--- config.mk ---
export PLATFORM = sky130hd
export DESIGN_NAME = hs_rr_arbiter
export DESIGN_NICKNAME = d
export VERILOG_FILES = /design/src/rtl/hs_arb_pkg.sv /design/src/rtl/rr_pick.sv /design/src/rtl/hs_rr_arbiter.sv
export SDC_FILE = /design/constraint.sdc
export NUM_CORES = 1
export LEC_CHECK = 0
export ABC_AREA = 1
export ABC_CLOCK_PERIOD_IN_PS = 3150
export CORE_MARGIN = 1.5
export CORE_UTILIZATION = 30
export CTS_CLUSTER_SIZE = 25
export DETAILED_ROUTE_END_ITERATION = 7
export HOLD_SLACK_MARGIN = 0.06
export PLACE_DENSITY = 0.72
export SLEW_MARGIN = 0
export SYNTH_ARGS = -nofsm -noshare
export SYNTH_HDL_FRONTEND = slang
export SYNTH_SLANG_ARGS = --single-unit
--- constraint.sdc ---
create_clock -name clk -period 3.15 [get_ports clk]
set_input_delay 0.63 -clock clk [delete_from_list [all_inputs] [get_ports clk]]
set_output_delay 0.63 -clock clk [all_outputs]
set_load 0.01 [all_outputs]
--- src/rtl/hs_arb_pkg.sv ---
// Shared defaults and types for the handshake round-robin arbiter.
// The source-index width is derived from the requester count in a single place.
package hs_arb_pkg;
    localparam int DEF_N_REQ = 4;
    localparam int DEF_WIDTH = 8;

    function automatic int src_width(input int n);
        return (n > 1) ? $clog2(n) : 1;
    endfunction

    localparam int DEF_SRC_W = src_width(DEF_N_REQ);

    typedef logic [DEF_SRC_W-1:0] src_idx_t;
    typedef logic [DEF_N_REQ-1:0] grant_t;
endpackage

--- src/rtl/rr_pick.sv ---
// Combinational round-robin picker: returns the first set request at or after
// ptr, wrapping around, as a one-hot grant and as an encoded index.
module rr_pick
    import hs_arb_pkg::*;
#(
    parameter  int N  = DEF_N_REQ,
    localparam int SW = src_width(N)
) (
    input  logic [N-1:0]  req,
    input  logic [SW-1:0] ptr,
    output logic [N-1:0]  grant,
    output logic [SW-1:0] idx
);
    logic [2*N-1:0] req_dbl;
    logic [2*N-1:0] masked;
    logic           found;

    // Doubling the vector lets a plain low-to-high search handle the wrap.
    always_comb begin
        req_dbl = {req, req};
        masked  = req_dbl & ({(2*N){1'b1}} << ptr);
        grant   = '0;
        idx     = '0;
        found   = 1'b0;
        for (int i = 0; i < 2*N; i++) begin
            if (!found && masked[i]) begin
                found        = 1'b1;
                grant[i % N] = 1'b1;
                idx          = SW'(i % N);
            end
        end
    end
endmodule

--- src/rtl/hs_rr_arbiter.sv ---
// Round-robin arbiter sharing one valid/ready channel between N_REQ masters,
// with a registered output stage that holds its beat under backpressure.
module hs_rr_arbiter
    import hs_arb_pkg::*;
#(
    parameter  int N_REQ = DEF_N_REQ,
    parameter  int WIDTH = DEF_WIDTH,
    localparam int SRC_W = src_width(N_REQ)
) (
    input  logic                   clk,
    input  logic                   rst,
    input  logic [N_REQ-1:0]       req_valid,
    input  logic [N_REQ*WIDTH-1:0] req_data,
    output logic [N_REQ-1:0]       req_ready,
    output logic                   out_valid,
    output logic [WIDTH-1:0]       out_data,
    output logic [SRC_W-1:0]       out_src,
    input  logic                   out_ready
);
    logic [SRC_W-1:0] ptr;
    logic [SRC_W-1:0] g_idx;
    logic [N_REQ-1:0] grant;
    logic [WIDTH-1:0] lane_sel;
    logic             can_load;
    logic             accept;

    rr_pick #(.N(N_REQ)) u_pick (
        .req   (req_valid),
        .ptr   (ptr),
        .grant (grant),
        .idx   (g_idx)
    );

    // Loading is allowed when the stage is empty or is draining this cycle.
    assign can_load  = !out_valid || out_ready;
    assign req_ready = (can_load && !rst) ? grant : '0;
    assign accept    = |(req_valid & req_ready);
    assign lane_sel  = req_data[g_idx*WIDTH +: WIDTH];

    always_ff @(posedge clk or posedge rst) begin
        if (rst) begin
            out_valid <= 1'b0;
            out_data  <= '0;
            out_src   <= '0;
            ptr       <= '0;
        end else if (accept) begin
            out_valid <= 1'b1;
            out_data  <= lane_sel;
            out_src   <= g_idx;
            ptr       <= (g_idx == SRC_W'(N_REQ-1)) ? '0 : g_idx + 1'b1;
        end else if (out_ready) begin
            out_valid <= 1'b0;
        end
    end
endmodule

==> results.txt, run 1 <==
Status: finished clean
PnR worst setup slack: 0.175 ns
Synthesized cell area: 1010 sq um
Root buffer cell: clkbuf_4
Slew headroom: 81.0%
Number of routed nets with antenna violations: 0
Post CTS Setup Buffer Count: 0
Setup TNS Final: 0 ns
Setup crit start kind: input pin
First-pass GRT wire length: 4.69 mm
Post-CTS Hold Buffers: 0
Vias per inst: 4.71
Largest cells by area after synthesis: dfrtp_1 (32%), nand3_1 (21%), nand2_1 (18%)
Worst clock skew: 0.00679 ns
GPL Wtd Cong: 0.904
Yosys top cell by area: dfrtp_1
Ys Warns: 0
Die X: 60.9 microns
Top-count cell post-synth: nand2_1
CP max FO: 5
Sequential share of the synthesized area: 32.3%
Post-synth EDFFs: 0
Mean post-synth cell area: 6.58 sq um
RSZ-0062 raised after global routing: no
Post-synth top area share: 32.3%
Area Growth Syn to Fin: 59.8%
Vias: 1,188
Worst EP required: 2.52 ns
N_diodes: 0
Largest net degree at the start of global routing: 19
Die area: 3710 sq um
Hold depth: 2
Post-placement cell count: 248
Cells after synthesis: 153
Bufs on Longest Clock Path: 2
Commonest cells post-synth: nand2_1 (48), nand3_1 (42), inv_1 (15), dfrtp_1 (13), nand4_1 (10)
Fin Hold WS: 0.475 ns
GRT Resource Usage Total: 17.2%
Core Footprint: 3130 sq um
Ports: 54
Final setup violation count: 0
Final Net Count: 248
Max rail drop VDD: 0.323 mV
Finished Layout Cells: 252
Worst-margin pin slew: 0.284 ns
Detailed Place HPWL: 2.30 mm
Pre-Repair DR Iteration Count: 4
Primary FF master, synth: dfrtp_1
TritonCTS clock tree: done
Fin crit period: 2.98 ns
Leakage: 0.792 nW
IO buf count: 53
Dpl ws: 0.149 ns
Sink Count: 13
Drt initial violations: 53
Layout cell share with drive strength beyond 1: 7.69%
Max-capacitance violation count: 0
Worst Path Arrival: 2.35 ns
Initial antenna violation count: 0
Worst-Skew Late Latency: 0.28 ns
FMAX: 0.336 GHz
Fin. max-slew vios: 0
PwrDens: 696 nW/um^2
FFs w/ async S/R, synth: 100%
Final hold violations: 0
Initial Util: 32.2%
Die Height: 60.9 microns
Setup CP Type: input pin to output pin
Yosys cell types: 17
Num CTS Buffers: 3
GR Overflow Total: 0
Final period utilization: 94.4%
FF+latch count, synth: 13
Post-DR wirelength/cell: 11.3 microns
FF-to-FF path depth: 12
Hold Path Class: flop to flop
Setup crit end kind: output pin
Final WL: 2.86 mm
Clk pin slew, worst setup/hold paths: 0.08 ns
Vias in the first global route: 1,092
CTS H-tree lvls: 1
Row Count: 20
Post-synthesis net count: 192
Number of remaining DRC errors: 0
[flip-flops by register name, summed over array words and instances (netlist names)]
register	cells
out_valid	1
out_src	2
ptr	2
out_data	8
[power breakdown]
part           internal (W)  switching [W]  leakage (nW)  total (W)
sequential         0.000251      0.0000555         0.160   0.000306
clock             0.0000492      0.0000566        0.0150   0.000106
combinational      0.000326       0.000381         0.618   0.000707
total              0.000626       0.000493         0.792    0.00112
[per-layer routing]
layer,track usage [%],up-vias,wire (microns)
li1,-,620,-
met1,19.9,526,1140
met2,31.0,40,1490
met3,5.76,2,199
met4,3.11,0,26
met5,0,-,0
[timing repair]
item / 4_1_cts / 5_1_grt
hold endpoints to repair: 0 / 0
resized for setup: 0 / 1
setup endpoints to repair: 0 / 1
[metrics by stage]
stage / power (W) / utilization (%) / instance area (sq um)
3_3_place_gp: 0.00102 / 50.5 / 1580
2_1_floorplan: 0.000746 / - / 1010
4_1_cts: 0.00114 / 51.4 / 1610
3_5_place_dp: 0.00103 / 50.5 / 1580
6_report: 0.00112 / 51.4 / 1610
5_1_grt: 0.00123 / 51.4 / 1610
[cell families (layout without fill, tap and decap cells)]
family / Yosys count / in the layout / synth area share, %
AND/OR/NAND/NOR: 112 / 112 / 53.2
AO/OA/AOI/OAI: 6 / 6 / 4.35
flip-flops: 13 / 13 / 32.3
buffers and inverters: 22 / 77 / 10.2
[layout make-up]
cell class	instances	area, sq um
clock buffers	4	26.3
fillers	329	1520
inverters	16	60.1
multi-input cells	118	579
flip-flops and latches	13	325
well taps	44	55.1
repair buffers	57	563
[layout by cell type, fill, tap and decap left out, types with 2 or more instances in the layout]
| cell | count |
|---|---|
| nand4_1 | 10 |
| nand3_1 | 42 |
| nand2_1 | 48 |
| inv_1 | 15 |
| clkbuf_4 | 3 |
| clkdlybuf4s50_1 | 52 |
| nor2_1 | 5 |
| a21oi_1 | 3 |
| o21ai_0 | 2 |
| buf_4 | 4 |
| nand2_2 | 3 |
| dfrtp_1 | 13 |
[worst max-delay path: stages]
cell,delay [ns]
clkdlybuf4s50_1,0.47
nand2_2,0.14
nand2_1,0.07
nor2_2,0.14
nand3_1,0.12
nand2_1,0.10
nand2_1,0.07
inv_1,0.08
clkdlybuf4s50_1,0.53
[path summary, 6_finish.rpt]
path / slack [ns] / endpoint / start
setup / recovery: 0.17 / req_ready[2] / req_valid[0]
hold / removal: 0.48 / out_src[0] / out_src[0]
setup reg to reg: 1.25 / ptr[0] / ptr[1]
max in group asynchronous: 2.32 / out_data[0] / rst
hold reg to reg: 0.48 / out_src[0] / out_src[0]
min in group asynchronous: 0.67 / out_valid / rst
No activity file was read; power rests on OpenSTA's default activity.
==> run 2: changes to the inputs <==
ABC_AREA = unset   (was 1)
PLACE_DENSITY = 0.73   (was 0.72)
==> run 2 against run 1 <==
Synthesized cell count down 36%. Power is 32% lower. Sequential cell count unchanged. Sequential power is 13% lower. Fmax fell by 0.63%. First-iteration DRC count grew 7.5%. Critical path type unchanged. Highest routed layer is now met3.
==> results.txt, run 2 <==
Largest regs: out_data (8), out_src (2), ptr (2)
RSZ-0062 raised after global routing: no
Sequential share of the synthesized area: 33.9% (+1.6 points)
Ys Warns: 0 (unchanged)
Detailed Place HPWL: 2.16 mm (-6.0%)
Vias in the first global route: 992 (-9.2%)
Post-synthesis net count: 137 (-29%)
GPL Wtd Cong: 0.780 (-14%)
Pre-Repair DR Iteration Count: 4 (unchanged)
Row Count: 20 (unchanged)
Fin Hold WS: 0.479 ns (+0.00438 ns)
Max-capacitance violation count: 0 (unchanged)
Leakage: 0.678 nW (-14%)
N_diodes: 0 (unchanged)
Max reg flops: 8 (unchanged)
Die Height: 59.5 microns (-2.3%)
Post-synth EDFFs: 0 (unchanged)
Setup crit start kind: input pin
Clk pin slew, worst setup/hold paths: 0.08 ns (about the same)
Top reg by flops: out_data
Worst-Skew Late Latency: 0.27 ns (about the same)
GR Overflow Total: 0 (unchanged)
Final WL: 2.71 mm (-5.3%)
Status: finished clean
Initial antenna violation count: 0 (unchanged)
Main combinational cell family by area after synthesis: compound AO/OA/AOI/OAI gates
Post-CTS Hold Buffers: 0 (unchanged)
Setup crit end kind: output pin
TritonCTS clock tree: done
Drt initial violations: 57 (+7.5%)
Fillers: 304 (-7.6%)
CP max FO: 10 (+5)
FFs w/ async S/R, synth: 100% (unchanged)
Vias per inst: 4.84 (+2.6%)
CTS H-tree lvls: 1 (unchanged)
Final Util: 51.3% (-0.17 points)
Core Footprint: 3050 sq um (-2.4%)
Largest cells by area after synthesis: dfrtp_1 (34%), mux2i_1 (18%), o221ai_1 (7.3%)
Layout cell share with drive strength beyond 1: 9.15% (+1.5 points)
Ports: 54 (unchanged)
Adder-cell share of the synthesized area: 0% (unchanged)
Most common cell after layout, fill and taps aside: clkdlybuf4s50_1
Final Net Count: 193 (-22%)
Yosys cell types: 28 (+11)
Die X: 59.5 microns (-2.3%)
Worst-margin pin slew: 0.742 ns (+0.458 ns)
Number of routed nets with antenna violations: 0 (unchanged)
Final hold violations: 0 (unchanged)
Post-synth top area share: 33.9% (+1.6 points)
First-pass GRT wire length: 4.57 mm (-2.5%)
Yosys top cell by area: dfrtp_1
Primary FF master, synth: dfrtp_1
Mean post-synth cell area: 9.78 sq um (+49%)
Num CTS Buffers: 3 (unchanged)
Fin crit period: 2.99 ns (+0.0189 ns)
GRT Resource Usage Total: 17.1% (-0.075 points)
Final period utilization: 95.0% (+0.60 points)
Setup TNS Final: 0 ns (unchanged)
Worst Path Arrival: 2.36 ns (about the same)
Post-synthesis compound-gate area fraction: 26.0% (+22 points)
Largest net degree at the start of global routing: 17 (-2)
Root buffer cell: clkbuf_4
Cells after synthesis: 98 (-36%)
Slew headroom: 50.5% (-31 points)
Initial Util: 31.4% (-0.81 points)
Final setup violation count: 0 (unchanged)
Post-DR wirelength/cell: 13.7 microns (+21%)
Worst EP required: 2.52 ns (about the same)
Vias: 953 (-20%)
IO buf count: 53 (unchanged)
Bufs on Longest Clock Path: 2 (unchanged)
PwrDens: 486 nW/um^2 (-30%)
Die area: 3540 sq um (-4.6%)
Max rail drop VDD: 0.278 mV (-14%)
Commonest cells post-synth: mux2i_1 (17), dfrtp_1 (13), nand2_1 (13), o221ai_1 (8), a21oi_1 (5)
Synthesized cell area: 958 sq um (-4.8%)
Setup CP Type: input pin to output pin
Top-count cell post-synth: mux2i_1
Synth Area in XOR/XNOR: 0% (unchanged)
Area Growth Syn to Fin: 63.3%
Simple-gate share of the synthesized area: 14.2% (-39 points)
Worst clock skew: 0.00314 ns (-0.00365 ns)
Leading cell types in the layout, fill and taps excluded: clkdlybuf4s50_1 (53), mux2i_1 (17), nand2_1 (13), dfrtp_1 (13), o221ai_1 (8)
Hold Path Class: flop to flop
Mux cell area share after synthesis: 17.8% (+18 points)
Fin. max-slew vios: 0 (unchanged)
Number of remaining DRC errors: 0 (unchanged)
FF+latch count, synth: 13 (unchanged)
FMAX: 0.334 GHz (-0.63%)
Sink Count: 13 (unchanged)
## run 2: cell count changes after synthesis, sizes merged, moves of 4 or more
cell,previous run,this run
clkbuf,0,4
inv,16,2
mux2i,0,17
nand2,52,13
nand3,44,0
nand4,10,0
nor2b,0,4
o221ai,0,10
## run 2: where the power goes
| group | leakage (nW) | total, W | switching, W | internal (W) |
|---|---|---|---|---|
| Sequential | 0.158 | 0.000266 | 0.0000494 | 0.000217 |
| Combinational | 0.505 | 0.000392 | 0.000163 | 0.000229 |
| Clock | 0.0150 | 0.000102 | 0.0000529 | 0.0000490 |
## run 2: cells by family (layout without fill, tap and decap cells)
kind of cell    count (synthesis)  count (layout)
simple gates                   28              28
buf+inv                        11              66
flops                          13              13
compound gates                 29              29
mux                            17              17
## run 2: final timing paths
kind                                    from           end  slack (ns)  depth (start not counted)
worst max-delay path            req_valid[0]  req_ready[2]        0.16                          5
worst min register to register    out_src[0]    out_src[0]        0.48                          1
worst min-delay path              out_src[0]    out_src[0]        0.48                          1
max in group asynchronous                rst   out_data[5]        2.31                          3
worst max register to register        ptr[1]   out_data[3]        1.01                          5
min in group asynchronous                rst     out_valid        0.67                          3
## run 2: metal layers
| metal | wire [microns] | up-vias | global-route usage (%) | part of all wire [%] |
|---|---|---|---|---|
| li1 | - | 478 | - | - |
| met1 | 1160 | 453 | 21.3 | 43 |
| met2 | 1450 | 22 | 28.4 | 53 |
| met3 | 97 | 0 | 3.71 | 3.6 |
| met4 | 0 | 0 | 7.30 | 0 |
| met5 | 0 | - | 0 | 0 |
## run 2: critical path, cell delays in order
cell,delay [ns]
clkdlybuf4s50_1,0.55
or2_1,0.32
a21oi_1,0.14
o211a_1,0.19
clkdlybuf4s50_1,0.54
## run 2: cell type report
type,instances,area [sq um],share of cell area [%]
repair buffers,60,596,38.0
multi-input cells,74,556,35.5
flip-flops and latches,13,325,20.8
well taps,44,55.1,3.52
clock buffers,4,26.3,1.68
inverters,2,7.51,0.480
## run 2: stage by stage
| stage | std cells | worst slack [ns] | instance area [sq um] | total power (W) |
|---|---|---|---|---|
| final | 197 | 0.156 | 1570 | 0.000761 |
| after global routing | 197 | 0.0205 | 1570 | 0.000819 |
| after CTS | 197 | 0.112 | 1570 | 0.000771 |
| after detailed placement | 193 | 0.115 | 1540 | 0.000663 |
| after global placement | 193 | 0.210 | 1540 | 0.000656 |
| after floorplan | 98 | 0.916 | 958 | 0.000482 |
## run 2: what timing repair did
item                       CTS  global route
buffers inserted             0             0
resized for setup            0             1
setup endpoints to repair    0             1
==> run 3: changes to the inputs <==
CTS_BUF_LIST = sky130_fd_sc_hd__clkbuf_2   (was unset)
==> run 3 against run 2 <==
Sequential share of layout area up 0.083 points. Via count up 0.31%. Combinational power about the same.
==> results.txt, run 3 (synthesized netlist as in run 2, its figures left out) <==
Final hold violations: 0 (unchanged)
Max rail drop VDD: 0.263 mV (-5.5%)
Detailed Place HPWL: 2.16 mm (unchanged)
Max reg flops: 8 (unchanged)
GPL Wtd Cong: 0.780 (unchanged)
Clk pin slew, worst setup/hold paths: 0.13 ns (+0.05 ns)
Drt initial violations: 46 (-19%)
CP max FO: 10 (unchanged)
Sink Count: 13 (unchanged)
Largest net degree at the start of global routing: 17 (unchanged)
Pre-Repair DR Iteration Count: 4 (unchanged)
CTS H-tree lvls: 1 (unchanged)
Vias per inst: 4.85 (+0.31%)
Leading cell types in the layout, fill and taps excluded: clkdlybuf4s50_1 (53), mux2i_1 (17), nand2_1 (13), dfrtp_1 (13), o221ai_1 (8)
Worst EP required: 2.52 ns (about the same)
Post-CTS Resized: 0 (unchanged)
Worst Path Arrival: 2.36 ns (about the same)
Setup CP Type: input pin to output pin
Bufs on Longest Clock Path: 2 (unchanged)
Status: finished clean
Dpl ws: 0.115 ns (unchanged)
Die Height: 59.5 microns (unchanged)
Vias: 956 (+0.31%)
Setup crit end kind: output pin
Worst-Skew Late Latency: 0.27 ns (about the same)
Core Footprint: 3050 sq um (unchanged)
Number of routed nets with antenna violations: 0 (unchanged)
Final Net Count: 193 (unchanged)
Num CTS Buffers: 3 (unchanged)
Hold Path Class: flop to flop
Layout cell share with drive strength beyond 1: 9.80% (+0.65 points)
Slew headroom: 51.0% (+0.57 points)
Initial antenna violation count: 0 (unchanged)
FMAX: 0.334 GHz (unchanged)
Area Growth Syn to Fin: 62.7%
Top reg by flops: out_data
Final setup violation count: 0 (unchanged)
Row Count: 20 (unchanged)
Hold_sp: out_src[0]
Max-capacitance violation count: 0 (unchanged)
Die X: 59.5 microns (unchanged)
Final Util: 51.1% (-0.20 points)
First-pass GRT wire length: 4.57 mm (unchanged)
Most common cell after layout, fill and taps aside: clkdlybuf4s50_1
Worst clock skew: 0.00344 ns (+0.000293 ns)
Post-CTS Hold Buffers: 0 (unchanged)
IO buf count: 53 (unchanged)
Vias in the first global route: 992 (unchanged)
TritonCTS clock tree: done
Fin crit period: 2.99 ns (unchanged)
GRT Resource Usage Total: 17.1% (unchanged)
Post CTS Setup Buffer Count: 0 (unchanged)
RSZ-0062 raised after global routing: no
Fin Hold WS: 0.490 ns (+0.0110 ns)
Leakage: 0.680 nW (+0.24%)
Die area: 3540 sq um (unchanged)
Ports: 54 (unchanged)
Launch point of the worst path: req_valid[0]
Largest regs: out_data (8), out_src (2), ptr (2)
R2r setup slk: 1.01 ns (about the same)
Final WL: 2.71 mm (+0.11%)
Number of remaining DRC errors: 0 (unchanged)
Initial Util: 31.4% (unchanged)
Fin. max-slew vios: 0 (unchanged)
Post-DR wirelength/cell: 13.8 microns (+0.11%)
Setup crit start kind: input pin
Final period utilization: 95.0% (unchanged)
GR Overflow Total: 0 (unchanged)
Worst-margin pin slew: 0.734 ns (-0.00737 ns)
N_diodes: 0 (unchanged)
PwrDens: 478 nW/um^2 (-1.7%)
Root buffer cell: clkbuf_2
R2r startpoint: ptr[1]
Setup TNS Final: 0 ns (unchanged)
PnR worst setup slack: 0.156 ns (unchanged)
==> run 3: power breakdown <==
part	internal (W)	switching, W	leakage (nW)
clock	0.0000337	0.0000536	0.0166
sequential	0.000217	0.0000491	0.158
combinational	0.000230	0.000162	0.505
==> run 3: final timing paths <==
kind                       cells past startpoint      endpoint
setup / recovery                               5  req_ready[2]
min in group asynchronous                      3     out_valid
setup reg to reg                               5   out_data[3]
hold reg to reg                                1    out_src[0]
hold / removal                                 1    out_src[0]
max in group asynchronous                      3   out_data[5]
==> run 3: final cells by class <==
type,instances,area (sq um)
inverters,2,7.51
well taps,44,55.1
flip-flops and latches,13,325
repair buffers,60,596
clock buffers,4,20.0
fillers,303,1490
multi-input cells,74,556
==> run 3: metrics by stage <==
step / power, W / std cells / instance area, sq um
CTS: 0.000756 / 197 / 1560
detailed placement: 0.000663 / 193 / 1540
floorplan: 0.000482 / 98 / 958
global placement: 0.000656 / 193 / 1540
finish: 0.000745 / 197 / 1560
global route: 0.000803 / 197 / 1560
==> run 3: critical path, stage by stage <==
cell,delay [ns]
clkdlybuf4s50_1,0.55
or2_1,0.32
a21oi_1,0.14
o211a_1,0.19
clkdlybuf4s50_1,0.54
==> run 3: layer usage <==
metal / GRT usage (%) / routed length (microns)
met5: 0 / 0
met4: 7.30 / 0
met3: 3.71 / 107
met2: 28.4 / 1450
met1: 21.3 / 1150
